### config.mk
export PLATFORM = sky130hd
export DESIGN_NAME = audio_sd_sched
export DESIGN_NICKNAME = d
export VERILOG_FILES = /design/src/rtl/audio_pkg.sv /design/src/rtl/audio_sector_arb.sv /design/src/rtl/audio_sd_sched.sv
export SDC_FILE = /design/constraint.sdc
export NUM_CORES = 1
export LEC_CHECK = 0
export ABC_AREA = 1
export CAP_MARGIN = 40
export CORE_MARGIN = 10
export CORE_UTILIZATION = 55
export DETAILED_ROUTE_END_ITERATION = 7
export GPL_ROUTABILITY_DRIVEN = 0
export PLACE_DENSITY = 0.78
export SLEW_MARGIN = 15
export SYNTH_ARGS = -nofsm -noshare
export SYNTH_HDL_FRONTEND = slang
export SYNTH_SLANG_ARGS = --single-unit
### constraint.sdc
create_clock -name clk_100mhz -period 4.09 [get_ports clk_100mhz]
set_input_delay 0.818 -clock clk_100mhz [delete_from_list [all_inputs] [get_ports clk_100mhz]]
set_output_delay 0.818 -clock clk_100mhz [all_outputs]
set_load 0.03 [all_outputs]
### src/rtl/audio_pkg.sv
// Shared types and constants for the SD sector scheduler that feeds the audio sample FIFOs.
package audio_pkg;

   typedef logic [7:0] sample_t;

   localparam int SECTOR_BYTES = 512;

   typedef enum logic [1:0] {
      IDLE,
      ISSUE,
      XFER
   } state_t;

   typedef enum logic {
      DST_MUSIC,
      DST_EFFECT
   } dst_t;

   // A sector index becomes a byte address by appending the 9 in-sector offset bits.
   function automatic logic [31:0] sector_to_addr(input logic [22:0] sector);
      return {sector, 9'b0};
   endfunction

endpackage

### src/rtl/audio_sector_arb.sv
// Picks the next sector to read: effect first when its FIFO has room for a whole sector,
// otherwise music, and forms the SD byte address of the chosen sector.
module audio_sector_arb
   import audio_pkg::*;
#(
   parameter int MUSIC_START_SECTOR = 0,
   parameter int EFFECT_BASE_SECTOR = 4096,
   parameter int EFFECT_SECTORS     = 64,
   parameter int FIFO_DEPTH         = 1024,
   parameter int CNT_W              = 11
)(
   input  logic             effect_active,
   input  logic [1:0]       effect_sel,
   input  logic [22:0]      effect_ptr,
   input  logic [22:0]      music_ptr,
   input  logic [CNT_W-1:0] music_count,
   input  logic [CNT_W-1:0] effect_count,
   output logic             choose,
   output logic             dst_is_effect,
   output logic [31:0]      addr
);

   localparam logic [22:0] MUSIC_BASE  = 23'(MUSIC_START_SECTOR);
   localparam logic [22:0] EFFECT_BASE = 23'(EFFECT_BASE_SECTOR);
   localparam logic [22:0] EFFECT_SPAN = 23'(EFFECT_SECTORS);

   logic [CNT_W-1:0] count_arr [2];
   logic [1:0]       has_space;
   logic [22:0]      effect_slot;
   logic [22:0]      effect_sector;
   logic [22:0]      music_sector;
   logic [22:0]      chosen_sector;

   assign count_arr[0] = music_count;
   assign count_arr[1] = effect_count;

   // Free space >= one sector, rewritten as count + 512 <= depth so it cannot underflow.
   for (genvar gi = 0; gi < 2; gi++) begin : g_space
      assign has_space[gi] = (32'(count_arr[gi]) + 32'(SECTOR_BYTES)) <= 32'(FIFO_DEPTH);
   end

   assign effect_slot   = 23'(effect_sel) - 23'd1;
   assign effect_sector = EFFECT_BASE + effect_slot * EFFECT_SPAN + effect_ptr;
   assign music_sector  = MUSIC_BASE + music_ptr;

   always_comb begin
      choose        = 1'b0;
      dst_is_effect = 1'b0;
      chosen_sector = music_sector;
      if (effect_active && has_space[1]) begin
         choose        = 1'b1;
         dst_is_effect = 1'b1;
         chosen_sector = effect_sector;
      end else if (has_space[0]) begin
         choose        = 1'b1;
         chosen_sector = music_sector;
      end
   end

   assign addr = sector_to_addr(chosen_sector);

endmodule

### src/rtl/audio_sd_sched.sv
// Sequences SD sector reads for the endless music loop and one-shot effects, and steers
// each returned byte into the music or effect sample FIFO.
module audio_sd_sched
   import audio_pkg::*;
#(
   parameter int MUSIC_START_SECTOR = 0,
   parameter int MUSIC_SECTORS      = 2048,
   parameter int EFFECT_BASE_SECTOR = 4096,
   parameter int EFFECT_SECTORS     = 64,
   parameter int FIFO_DEPTH         = 1024,
   parameter int CNT_W              = 11
)(
   input  logic             clk_100mhz,
   input  logic             rst_n_in,
   input  logic [1:0]       effect_in,
   input  logic             sd_ready_in,
   output logic             sd_rd_out,
   output logic [31:0]      sd_addr_out,
   input  logic [7:0]       sd_byte_in,
   input  logic             sd_byte_valid_in,
   input  logic [CNT_W-1:0] music_count_in,
   input  logic [CNT_W-1:0] effect_count_in,
   output logic             music_wr_out,
   output logic             effect_wr_out,
   output logic [7:0]       wr_data_out,
   output logic             effect_active_out,
   output logic             effect_done_out,
   output logic             error_out
);

   localparam logic [22:0] MUSIC_LAST  = 23'(MUSIC_SECTORS - 1);
   localparam logic [22:0] EFFECT_LAST = 23'(EFFECT_SECTORS - 1);
   localparam logic [9:0]  FULL_COUNT  = 10'(SECTOR_BYTES);

   state_t      state_reg, state_next;
   dst_t        dst_reg, dst_next;
   logic [22:0] music_ptr_reg, music_ptr_next;
   logic [22:0] effect_ptr_reg, effect_ptr_next;
   logic [1:0]  effect_sel_reg, effect_sel_next;
   logic        effect_active_reg, effect_active_next;
   logic [9:0]  byte_cnt_reg, byte_cnt_next;
   logic [31:0] addr_reg, addr_next;
   logic        music_wr_reg, music_wr_next;
   logic        effect_wr_reg, effect_wr_next;
   sample_t     data_reg, data_next;
   logic        done_reg, done_next;
   logic        error_reg, error_next;

   logic        latch_now;
   logic        arb_active;
   logic [1:0]  arb_sel;
   logic [22:0] arb_effect_ptr;
   logic        arb_choose;
   logic        arb_dst_effect;
   logic [31:0] arb_addr;
   logic        byte_accept;
   logic [9:0]  cnt_after;

   // The arbiter must see an effect latched in this same IDLE cycle, starting at sector 0.
   assign latch_now      = (state_reg == IDLE) && sd_ready_in && !effect_active_reg
                           && (effect_in != 2'd0);
   assign arb_active     = effect_active_reg | latch_now;
   assign arb_sel        = latch_now ? effect_in : effect_sel_reg;
   assign arb_effect_ptr = latch_now ? 23'd0 : effect_ptr_reg;

   audio_sector_arb #(
      .MUSIC_START_SECTOR (MUSIC_START_SECTOR),
      .EFFECT_BASE_SECTOR (EFFECT_BASE_SECTOR),
      .EFFECT_SECTORS     (EFFECT_SECTORS),
      .FIFO_DEPTH         (FIFO_DEPTH),
      .CNT_W              (CNT_W)
   ) u_arb (
      .effect_active (arb_active),
      .effect_sel    (arb_sel),
      .effect_ptr    (arb_effect_ptr),
      .music_ptr     (music_ptr_reg),
      .music_count   (music_count_in),
      .effect_count  (effect_count_in),
      .choose        (arb_choose),
      .dst_is_effect (arb_dst_effect),
      .addr          (arb_addr)
   );

   assign byte_accept = (state_reg == XFER) && sd_byte_valid_in && (byte_cnt_reg != FULL_COUNT);
   assign cnt_after   = byte_cnt_reg + {9'd0, byte_accept};

   always_comb begin
      state_next         = state_reg;
      dst_next           = dst_reg;
      music_ptr_next     = music_ptr_reg;
      effect_ptr_next    = effect_ptr_reg;
      effect_sel_next    = effect_sel_reg;
      effect_active_next = effect_active_reg;
      byte_cnt_next      = byte_cnt_reg;
      addr_next          = addr_reg;
      music_wr_next      = 1'b0;
      effect_wr_next     = 1'b0;
      data_next          = data_reg;
      done_next          = 1'b0;
      error_next         = error_reg;

      // Strays outside XFER and bytes beyond a full sector are dropped and flagged.
      if (sd_byte_valid_in && !byte_accept) begin
         error_next = 1'b1;
      end
      if (byte_accept) begin
         music_wr_next  = (dst_reg == DST_MUSIC);
         effect_wr_next = (dst_reg == DST_EFFECT);
         data_next      = sd_byte_in;
         byte_cnt_next  = cnt_after;
      end

      case (state_reg)
         IDLE: begin
            if (sd_ready_in) begin
               if (latch_now) begin
                  effect_active_next = 1'b1;
                  effect_sel_next    = effect_in;
                  effect_ptr_next    = 23'd0;
               end
               if (arb_choose) begin
                  addr_next  = arb_addr;
                  dst_next   = arb_dst_effect ? DST_EFFECT : DST_MUSIC;
                  state_next = ISSUE;
               end
            end
         end
         ISSUE: begin
            if (!sd_ready_in) begin
               byte_cnt_next = 10'd0;
               state_next    = XFER;
            end
         end
         XFER: begin
            if (sd_ready_in) begin
               if (cnt_after != FULL_COUNT) begin
                  error_next = 1'b1;
               end
               if (dst_reg == DST_EFFECT) begin
                  if (effect_ptr_reg == EFFECT_LAST) begin
                     effect_ptr_next    = 23'd0;
                     effect_active_next = 1'b0;
                     done_next          = 1'b1;
                  end else begin
                     effect_ptr_next = effect_ptr_reg + 23'd1;
                  end
               end else begin
                  music_ptr_next = (music_ptr_reg == MUSIC_LAST) ? 23'd0 : music_ptr_reg + 23'd1;
               end
               state_next = IDLE;
            end
         end
         default: state_next = IDLE;
      endcase
   end

   always_ff @(posedge clk_100mhz or negedge rst_n_in) begin
      if (!rst_n_in) begin
         state_reg         <= IDLE;
         dst_reg           <= DST_MUSIC;
         music_ptr_reg     <= 23'd0;
         effect_ptr_reg    <= 23'd0;
         effect_sel_reg    <= 2'd0;
         effect_active_reg <= 1'b0;
         byte_cnt_reg      <= 10'd0;
         addr_reg          <= 32'd0;
         music_wr_reg      <= 1'b0;
         effect_wr_reg     <= 1'b0;
         data_reg          <= 8'd0;
         done_reg          <= 1'b0;
         error_reg         <= 1'b0;
      end else begin
         state_reg         <= state_next;
         dst_reg           <= dst_next;
         music_ptr_reg     <= music_ptr_next;
         effect_ptr_reg    <= effect_ptr_next;
         effect_sel_reg    <= effect_sel_next;
         effect_active_reg <= effect_active_next;
         byte_cnt_reg      <= byte_cnt_next;
         addr_reg          <= addr_next;
         music_wr_reg      <= music_wr_next;
         effect_wr_reg     <= effect_wr_next;
         data_reg          <= data_next;
         done_reg          <= done_next;
         error_reg         <= error_next;
      end
   end

   assign sd_rd_out         = (state_reg == ISSUE);
   assign sd_addr_out       = addr_reg;
   assign music_wr_out      = music_wr_reg;
   assign effect_wr_out     = effect_wr_reg;
   assign wr_data_out       = data_reg;
   assign effect_active_out = effect_active_reg;
   assign effect_done_out   = done_reg;
   assign error_out         = error_reg;

endmodule

Word-level counts from Yosys, hierarchy flattened
Index checks and enable logic that the tools add are counted.
- bitwise operators: 2
- eq/ne operators: 13
- reductions and logical operators: 18
- magnitude comparators: 2
- muxes and demuxes: 37
- $add $sub $neg: 8
- operators with widths (operator ; number):
    23-bit 2-to-1 mux ; 7
    32-bit by 11-bit <= comparator with 1-bit output, second input constant ; 2
    23-bit by 1-bit adder with 23-bit output, second input constant ; 2
    23-bit case mux with 2 select lines ; 1
    10-bit 2-to-1 mux ; 3
    11-bit by 10-bit adder with 12-bit output, second input constant ; 2
    13-bit by 23-bit adder with 23-bit output, first input constant ; 1
    23-bit adder ; 1
    23-bit by 11-bit equality test with 1-bit output, second input constant ; 1
    23-bit by 6-bit equality test with 1-bit output, second input constant ; 1
    10-bit != test, second input constant ; 2
    1-bit 2-to-1 mux ; 19
    2-bit != test, second input constant ; 6
    10-bit by 1-bit adder with 10-bit output ; 1
    2-bit 2-to-1 mux ; 5
    4-bit AND reduction ; 2
    1-bit logical AND ; 7
    2-bit case mux with 3 select lines ; 1
    3-bit AND reduction ; 2
    6-bit AND reduction ; 1
    2-bit nonzero test ; 2
    2-bit by 1-bit subtractor with 3-bit output, second input constant ; 1
    2-bit by 1-bit equality test with 1-bit output, second input constant ; 1
    2-bit equality test, second input constant ; 1
    other kinds (7) ; 8
- word-level logic and storage cells: 93
- register bits after elaboration: 97
- bits of input ports: 36
- output and inout bits: 46

Longest topological paths before layout
Gate-level depths: netlist (run 1).
- depth in word-level cells: 10
- mapped depth: 23
- depth with buffers taken out: 22

By module
Synthesis (run 1) repeated with hierarchy kept, for this count alone.
- cell total of the unflattened synthesis: 1007
- area, all modules: 7086.8 µm²
- modules (own cells, without submodules) (module ; seq. area each (µm²) ; times used ; area an instance (µm²) ; cells each):
    audio_sd_sched ; 2652.5 ; 1 ; 5888.1 ; 765
    audio_sector_arb ; 0.0 ; 1 ; 1198.6 ; 242

Worst setup path before layout (run 1)
Ideal clock, no wire load.
- kind: input port to flip-flop
- start: input port effect_in[0]
- end: register addr_reg[31], in the netlist sd_addr_out[31]
- path buffers: 1
- path slack: 787 ps
- library setup time: 117 ps
- required time: 3973 ps
- data arrival time: 3187 ps
- stages: 22
- path through: inv_1 nand2_1 nand4_4 inv_4 nand2_1 o21ai_2 ha_1 inv_1 clkbuf_1 ha_1 inv_1 ha_1 nand2_1 inv_1 a21oi_1 nand2_1 nand2_1 nand2_1 nand2_1 nand3_1 nand2_1 nand2_1
- word-level cells in the longest chain between the ends: 7
- elaborated cells between the ends (all ways): 12
- classes of those cells: add/sub: 3; mux: 4; bitwise: 1; reduce/logical: 4
- ends and longest elaborated chain (what ; line ; source):
    start: declaration ; audio_sd_sched.sv:15 ; input logic [1:0] effect_in,
    2-bit nonzero test ; audio_sd_sched.sv:61 ; && (effect_in != 2'd0);
    1-bit logical AND ; audio_sd_sched.sv:61 ;
    2-bit 2-to-1 mux ; - ;
    2-bit by 1-bit subtractor with 3-bit output ; audio_sector_arb.sv:42 ; assign effect_slot = 23'(effect_sel) - 23'd1;
    13-bit by 23-bit adder with 23-bit output ; audio_sector_arb.sv:43 ; assign effect_sector = EFFECT_BASE + effect_slot * EFFECT_SPAN + effect_ptr;
    23-bit adder ; audio_sector_arb.sv:43 ;
    23-bit 2-to-1 mux ; audio_sector_arb.sv:50 ; if (effect_active && has_space[1]) begin
    end signal: assignment ; audio_sd_sched.sv:180 ; addr_reg <= addr_next;
    end: declaration ; audio_sd_sched.sv:42 ; logic [31:0] addr_reg, addr_next;
Several ways; a longest one is shown, not always the timed one.
A chain may end at the register's enable or synchronous reset.

Worst setup path in the final report (run 1)
- start: input port effect_in[0]
- end: register addr_reg[30], in the netlist sd_addr_out[30]
The elaborated chain is that of the path after synthesis.

==> flow_summary.toml, run 1 <==
[setup_path]
path_class = "primary input to flip-flop"
crit_path_start_kind = "primary input"
worstPathRequired_ns = 4.34
cp.arrival_ns = 3.92
endpoint_kind = "flip-flop"
critPathMaxFanout = 5

[logic_synthesis]
synth_fa_ha_area_share_pct = 5.171
ys_seq_area_share_pct = 33.89
synth_xor_area_share_pct = 4.036
yosys.cell_types.count = 35
synth_compound_area_share_pct = 7.844
synth_simple_gate_area_share_pct = 38.73
ys_warn_count = 0
synthArstFlopShare_pct = 100.0
yosys_register_bits = 97
synth_top_family_by_area = "simple AND/OR/NAND/NOR gates"
syn_area_um2 = 7162
synth-edff-count = 0
syn_inst = 1111
synthMuxAreaShare_pct = 0
ys_dominant_reg_cell = "dfrtp_1"
avgSynthCellArea_um2 = 6.446

[timing]
grt_setup_unrepaired = "false"
worst_slew_pin_slew_ns = 0.7459
slew_headroom_pct = 49.96
final-hold-violation-count = 0
setup_viol = 0
period_minus_slack_ns = 3.670
fin_crit_sh_pct = 89.73
tns_ns = 0
max_freq_ghz = 0.2725
fin_skew_ns = 0.005986
slew_violations = 0

[floorplan]
rows = 41
dieHeight_um = 134.1
dieArea_um2 = 17990
initial_utilization_pct = 56.52
core_area_um2 = 12670
die_width_um = 134.1
design.portCount = 82

[layout]
fin_nets = 1241
seq_area_um2 = 2427
fillers = 1166
multi_input_area_um2 = 4029
diodes = 0
syn_to_final_growth_pct = 16.47
drive_gt1_share_pct = 3.814

[cts]
numCtsBuffers = 9
post_cts_buffers = 0
clk_pin_slew_ns = 0.07
cts_root_buffer = "clkbuf_16"
cts-resized-gates = 0
cts_hold_buf = 0
cts_tree = "built"
htree_levels = 3
insertion_delay_ns = 0.36
cts_num_sinks = 97
cts_buffer_depth = 2

[power_and_ir_drop]
power_mw = 6.008
leakage_nw = 4.213
power_density_nw_per_um2 = 720.2
ir_worst_vdd_uv = 429.8

[drt]
antenna_left = 0
vias = 7264
wl_um = 19370
first_pass_iters = 6
drc = 0
wl_per_cell_um = 14.32
drtIter0Drc = 784
viasPerCell = 5.373

[place]
place_hpwl_um = 14500
numPortBuffers = 72

[global_route]
grt_pass1_wl_um = 32260
grtUsageTotal_pct = 21.69
gr-total-overflow = 0
grt_pass1_vias = 6649
grt_antenna_before_repair = 0
grt_max_degree = 52

[flow_run]
maxCapViolCount = 0

[worst_hold_path]
hold_class = "primary input to asynchronous set/reset pin"

[status]
status = "completed"
[cell usage after synthesis, types with 2 or more instances]
cell type,instances,area [um^2]
nand2_1,373,1400
nor2_1,148,555.5
inv_1,130,488.0
dfrtp_1,97,2427
nand3_1,84,420.4
o21ai_0,53,265.3
a21oi_1,35,175.2
ha_1,28,350.3
xor2_1,27,236.5
nand4_1,24,150.1
nor3_1,21,105.1
buf_4,14,105.1
clkbuf_1,12,45.04
buf_2,10,50.05
a31oi_1,7,43.79
xnor2_1,6,52.55
nor4_1,5,31.28
a22oi_1,4,30.03
clkinv_1,4,15.01
inv_2,4,15.01
nand2_2,4,25.02
nor2_2,4,25.02
and2_1,3,18.77
nand3b_1,2,15.01
o21ai_2,2,17.52
[power breakdown]
part           internal (mW)  switching, mW
Combinational           1.21           2.14
Sequential              1.31          0.393
Clock                  0.557          0.402
[area by class of cell]
cell class | instances | share of cell area [%]
Multi-Input combinational cell | 846 | 48.30
Clock buffer | 10 | 2.865
Clock inverter | 5 | 1.035
Sequential cell | 97 | 29.10
Tap cell | 172 | 2.580
Timing Repair Buffer | 83 | 9.840
Inverter | 139 | 6.285
[through the flow]
step	hold WS, ns	area [um^2]	setup slack [ns]	util [%]	instances
floorplan	0.4259	7192	0.7867	-	1119
global placement	0.4587	7989	0.1622	63.05	1336
detailed placement	0.4608	8016	0.06724	63.27	1337
CTS	0.3968	8342	0.4339	65.83	1352
global route	0.4218	8342	0.08502	65.83	1352
finish	0.3834	8342	0.4201	65.83	1352
[final timing paths]
check / cells after the start / end / from / slack (ns)
min in group clk_100mhz: 1 / music_wr_out$_DFF_PN0_ / dst_reg$_DFFE_PN0P_ / 0.47
max in group asynchronous: 2 / sd_addr_out[13]$_DFFE_PN0P_ / rst_n_in / 3.09
worst min-delay path: 1 / effect_ptr_reg[20]$_DFFE_PN0P_ / rst_n_in / 0.38
worst max-delay path: 22 / sd_addr_out[30]$_DFFE_PN0P_ / effect_in[0] / 0.42
worst min register to register: 1 / music_wr_out$_DFF_PN0_ / dst_reg$_DFFE_PN0P_ / 0.47
worst max register to register: 20 / sd_addr_out[30]$_DFFE_PN0P_ / state_reg[1]$_DFFE_PN0P_ / 0.87
[kinds of logic after synthesis]
family | Yosys count
AOI/OAI and AO/OA | 105
xor gates and xnor gates | 33
DFF | 97
adders and majority gates | 29
and+or+nand+nor | 670
other | 1
buffers and inverters | 176
[cells in the final DEF (no fill, tap or decap), drive strengths merged]
| cell type | instances |
|---|---|
| a22oi | 4 |
| xnor2 | 6 |
| nand4 | 25 |
| a21oi | 36 |
| inv | 138 |
| xor2 | 27 |
| a211oi | 1 |
| nand2 | 377 |
| nor2 | 152 |
| bufinv | 2 |
| or2 | 1 |
| a31oi | 7 |
| conb | 9 |
| and2 | 3 |
| clkbuf | 10 |
| nand3b | 2 |
| buf | 12 |
| o21ai | 56 |
| fa | 1 |
| nor3 | 21 |
| ha | 28 |
| dfrtp | 97 |
| o22a | 1 |
| nor4 | 5 |
| nand3 | 84 |
| clkdlybuf4s50 | 71 |
| clkinv | 4 |
[layer usage]
layer	wire [um]	GRT usage [%]	share of wire, %
met2	8595	34.44	44
met5	0	0	0
met3	1538	3.846	7.9
met1	8881	29.25	46
met4	351	6.953	1.8
[worst max-delay path, stage by stage]
cell	delay, ns
clkdlybuf4s50_1	0.45
inv_1	0.06
nand2_1	0.16
nand4_4	0.13
inv_4	0.11
nand2_1	0.06
o21ai_2	0.09
ha_1	0.26
inv_1	0.05
ha_1	0.22
ha_1	0.26
fa_1	0.42
nand3_1	0.10
nand2_1	0.12
nand2_1	0.10
nand2_1	0.10
nand2_1	0.09
nand2_1	0.05
nand2_1	0.06
nand3_1	0.06
nand2_1	0.08
nand2_1	0.04
(Power assumes the default switching activity.)
==> inputs of run 2 (changes only) <==
--- a/config.mk
+++ b/config.mk
@@ -12,6 +12,7 @@
 export DETAILED_ROUTE_END_ITERATION = 7
 export GPL_ROUTABILITY_DRIVEN = 0
 export PLACE_DENSITY = 0.78
+export RECOVER_POWER = 100
 export SLEW_MARGIN = 15
 export SYNTH_ARGS = -nofsm -noshare
 export SYNTH_HDL_FRONTEND = slang
==> flow_summary.toml, run 2 (synthesized netlist as in run 1, its figures left out) <==
[status]
violations = "max-capacitance violations, max-slew violations"
status = "complete, but fails checks"

[layout]
drive_gt1_share_pct = 2.712
diodes = 0
fillers = 1178
fin_nets = 1241
final_cell_mix = "nand2_1, nor2_1, inv_1, dfrtp_1, nand3_1"
syn_to_final_growth_pct = 15.64
final_common_cell = "nand2_1"

[timing]
setup_viol = 0
slew_violations = 29
tns_ns = 0
fin_skew_ns = 0.006248
fin_ws_ns = 0.3727
slew_headroom_pct = -5.807
fin_crit_sh_pct = 90.89
final-hold-violation-count = 0
worst_slew_pin_slew_ns = 1.587
period_minus_slack_ns = 3.717
max_freq_ghz = 0.2690
grt_setup_unrepaired = "false"

[global_route]
grtUsageTotal_pct = 21.69
grt_antenna_before_repair = 0
grt_max_degree = 52
grt_pass1_vias = 6649
gr-total-overflow = 0
grt_pass1_wl_um = 32260

[setup_path]
critPathSlowestCell = "dlygate4sd3_1"
worstReg2RegStart = "state_reg[1]$_DFFE_PN0P_"
crit_path_start_kind = "primary input"
cpPeakStageDelay_ns = 0.69
endpoint_kind = "flip-flop"
reg2reg_slack_ns = 0.83
path_buf_inv = 3
path_common_cell = "nand2_1"
critPathMaxFanout = 5
worstPathRequired_ns = 4.34
r2r-end = "music_ptr_reg[9]$_DFFE_PN0P_"
reg2regPathDepth = 10
cp.arrival_ns = 3.97
critPathTopFamily = "adder cells"
path_class = "primary input to flip-flop"
path_cells = "dlygate4sd3_1 -> nand4_4 -> inv_4 -> nand2_1 -> o21ai_2 -> ha_1 -> inv_1 -> ha_1 -> ha_1 -> fa_1 -> nand3_1 -> nand2_1 -> nand2_1 -> nand2_1 -> nand2_1 -> nand2_1 -> nand2_1 -> nand3_1 -> nand2_1 -> nand2_1"

[worst_hold_path]
hold_path.startpoint = "dst_reg$_DFFE_PN0P_"
hold_end = "music_wr_out$_DFF_PN0_"
hold_class = "flip-flop to flip-flop"
whs_path_depth = 1

[floorplan]
rows = 41
initial_utilization_pct = 56.52
core_area_um2 = 12670
die_width_um = 134.1
dieHeight_um = 134.1
dieArea_um2 = 17990
design.portCount = 82

[power_and_ir_drop]
p_int_mw = 3.013
power_density_nw_per_um2 = 717.0
ir_worst_vdd_uv = 407.4
p_seq_share_pct = 28.6
switching_share_pct = 49.27
leakage_nw = 4.255
power.share.clock_pct = 16.2
p_sw_mw = 2.926
power.share.combinational_pct = 55.2

[cts]
cts_buffer_depth = 2
clk_pin_slew_ns = 0.07
numCtsBuffers = 9
cts_hold_buf = 0
cts-resized-gates = 0
cts_num_sinks = 97
cts_tree = "built"
post_cts_buffers = 0
htree_levels = 3
insertion_delay_ns = 0.36
cts_root_buffer = "clkbuf_16"

[drt]
wl_per_cell_um = 14.33
first_pass_iters = 6
viasPerCell = 5.391
wl_um = 19380
antenna_left = 0
vias = 7289
drtIter0Drc = 735
drc = 0

[place]
pre_cts_ws_ns = 0.06724
place_hpwl_um = 14500
numPortBuffers = 72

[flow_run]
maxCapViolCount = 1
run 2: cell count changes in the layout (fill, tap and decap cells not counted), moves of 2 or more:
cell and change:
buf_4 -5, clkbuf_1 +5, clkdlybuf4s50_1 -39, dlygate4sd3_1 +39, nand2_1 +4, nand2_2 -4
nor2_1 +2, nor2_2 -2
run 2: routing by layer:
layer | global-route usage [%] | up-vias | part of all wire [%]
met5 | 0 | - | 0
met4 | 6.953 | 0 | 2.0
met3 | 3.846 | 45 | 7.9
met2 | 34.44 | 302 | 44
met1 | 29.25 | 3312 | 46
li1 | - | 3630 | -
run 2: worst max-delay path by stage:
stage,depth (start not counted),end,from
6_report,20,sd_addr_out[30]$_DFFE_PN0P_,sd_ready_in
5_1_grt,20,sd_addr_out[30]$_DFFE_PN0P_,sd_ready_in
4_1_cts,22,sd_addr_out[30]$_DFFE_PN0P_,effect_in[0]
3_5_place_dp,22,sd_addr_out[30]$_DFFE_PN0P_,effect_in[0]
3_3_place_gp,20,sd_addr_out[26]$_DFFE_PN0P_,sd_ready_in
2_1_floorplan,22,sd_addr_out[31]$_DFFE_PN0P_,effect_in[0]
run 2: stage by stage:
step | std cells | hold WS [ns] | utilization [%] | power, mW | area, um^2
global placement | 1336 | 0.4587 | 63.05 | 4.970 | 7989
CTS | 1352 | 0.3968 | 65.83 | 5.999 | 8342
finish | 1352 | 0.4723 | 65.36 | 5.938 | 8282
floorplan | 1119 | 0.4259 | - | 4.038 | 7192
global route | 1352 | 0.4968 | 65.36 | 6.492 | 8282
detailed placement | 1337 | 0.4608 | 63.27 | 5.010 | 8016
run 2: area by class of cell:
type	instances	area (um^2)	area share, %
clock buffers	10	239.0	2.886
multi-input cells	846	4010	48.42
clock inverters	5	86.33	1.042
inverters	139	524.3	6.330
well taps	172	215.2	2.599
repair buffers	83	779.5	9.412
flip-flops and latches	97	2427	29.31
run 2: worst reg2reg max path: cells and delay by family (launching register included):
family	cells	cell delay, ns
buffers and inverters	2	1.09
AOI/OAI and AO/OA	1	0.13
and+or+nand+nor	7	1.48
DFF	1	0.46
run 2: power groups by stage:
stage	clock network (mW)	registers (mW)	logic, mW
2_1_floorplan	0	1.88	2.16
3_3_place_gp	0	1.70	3.27
3_5_place_dp	0	1.71	3.30
4_1_cts	0.965	1.70	3.34
5_1_grt	0.995	1.75	3.75
6_report	0.959	1.70	3.28
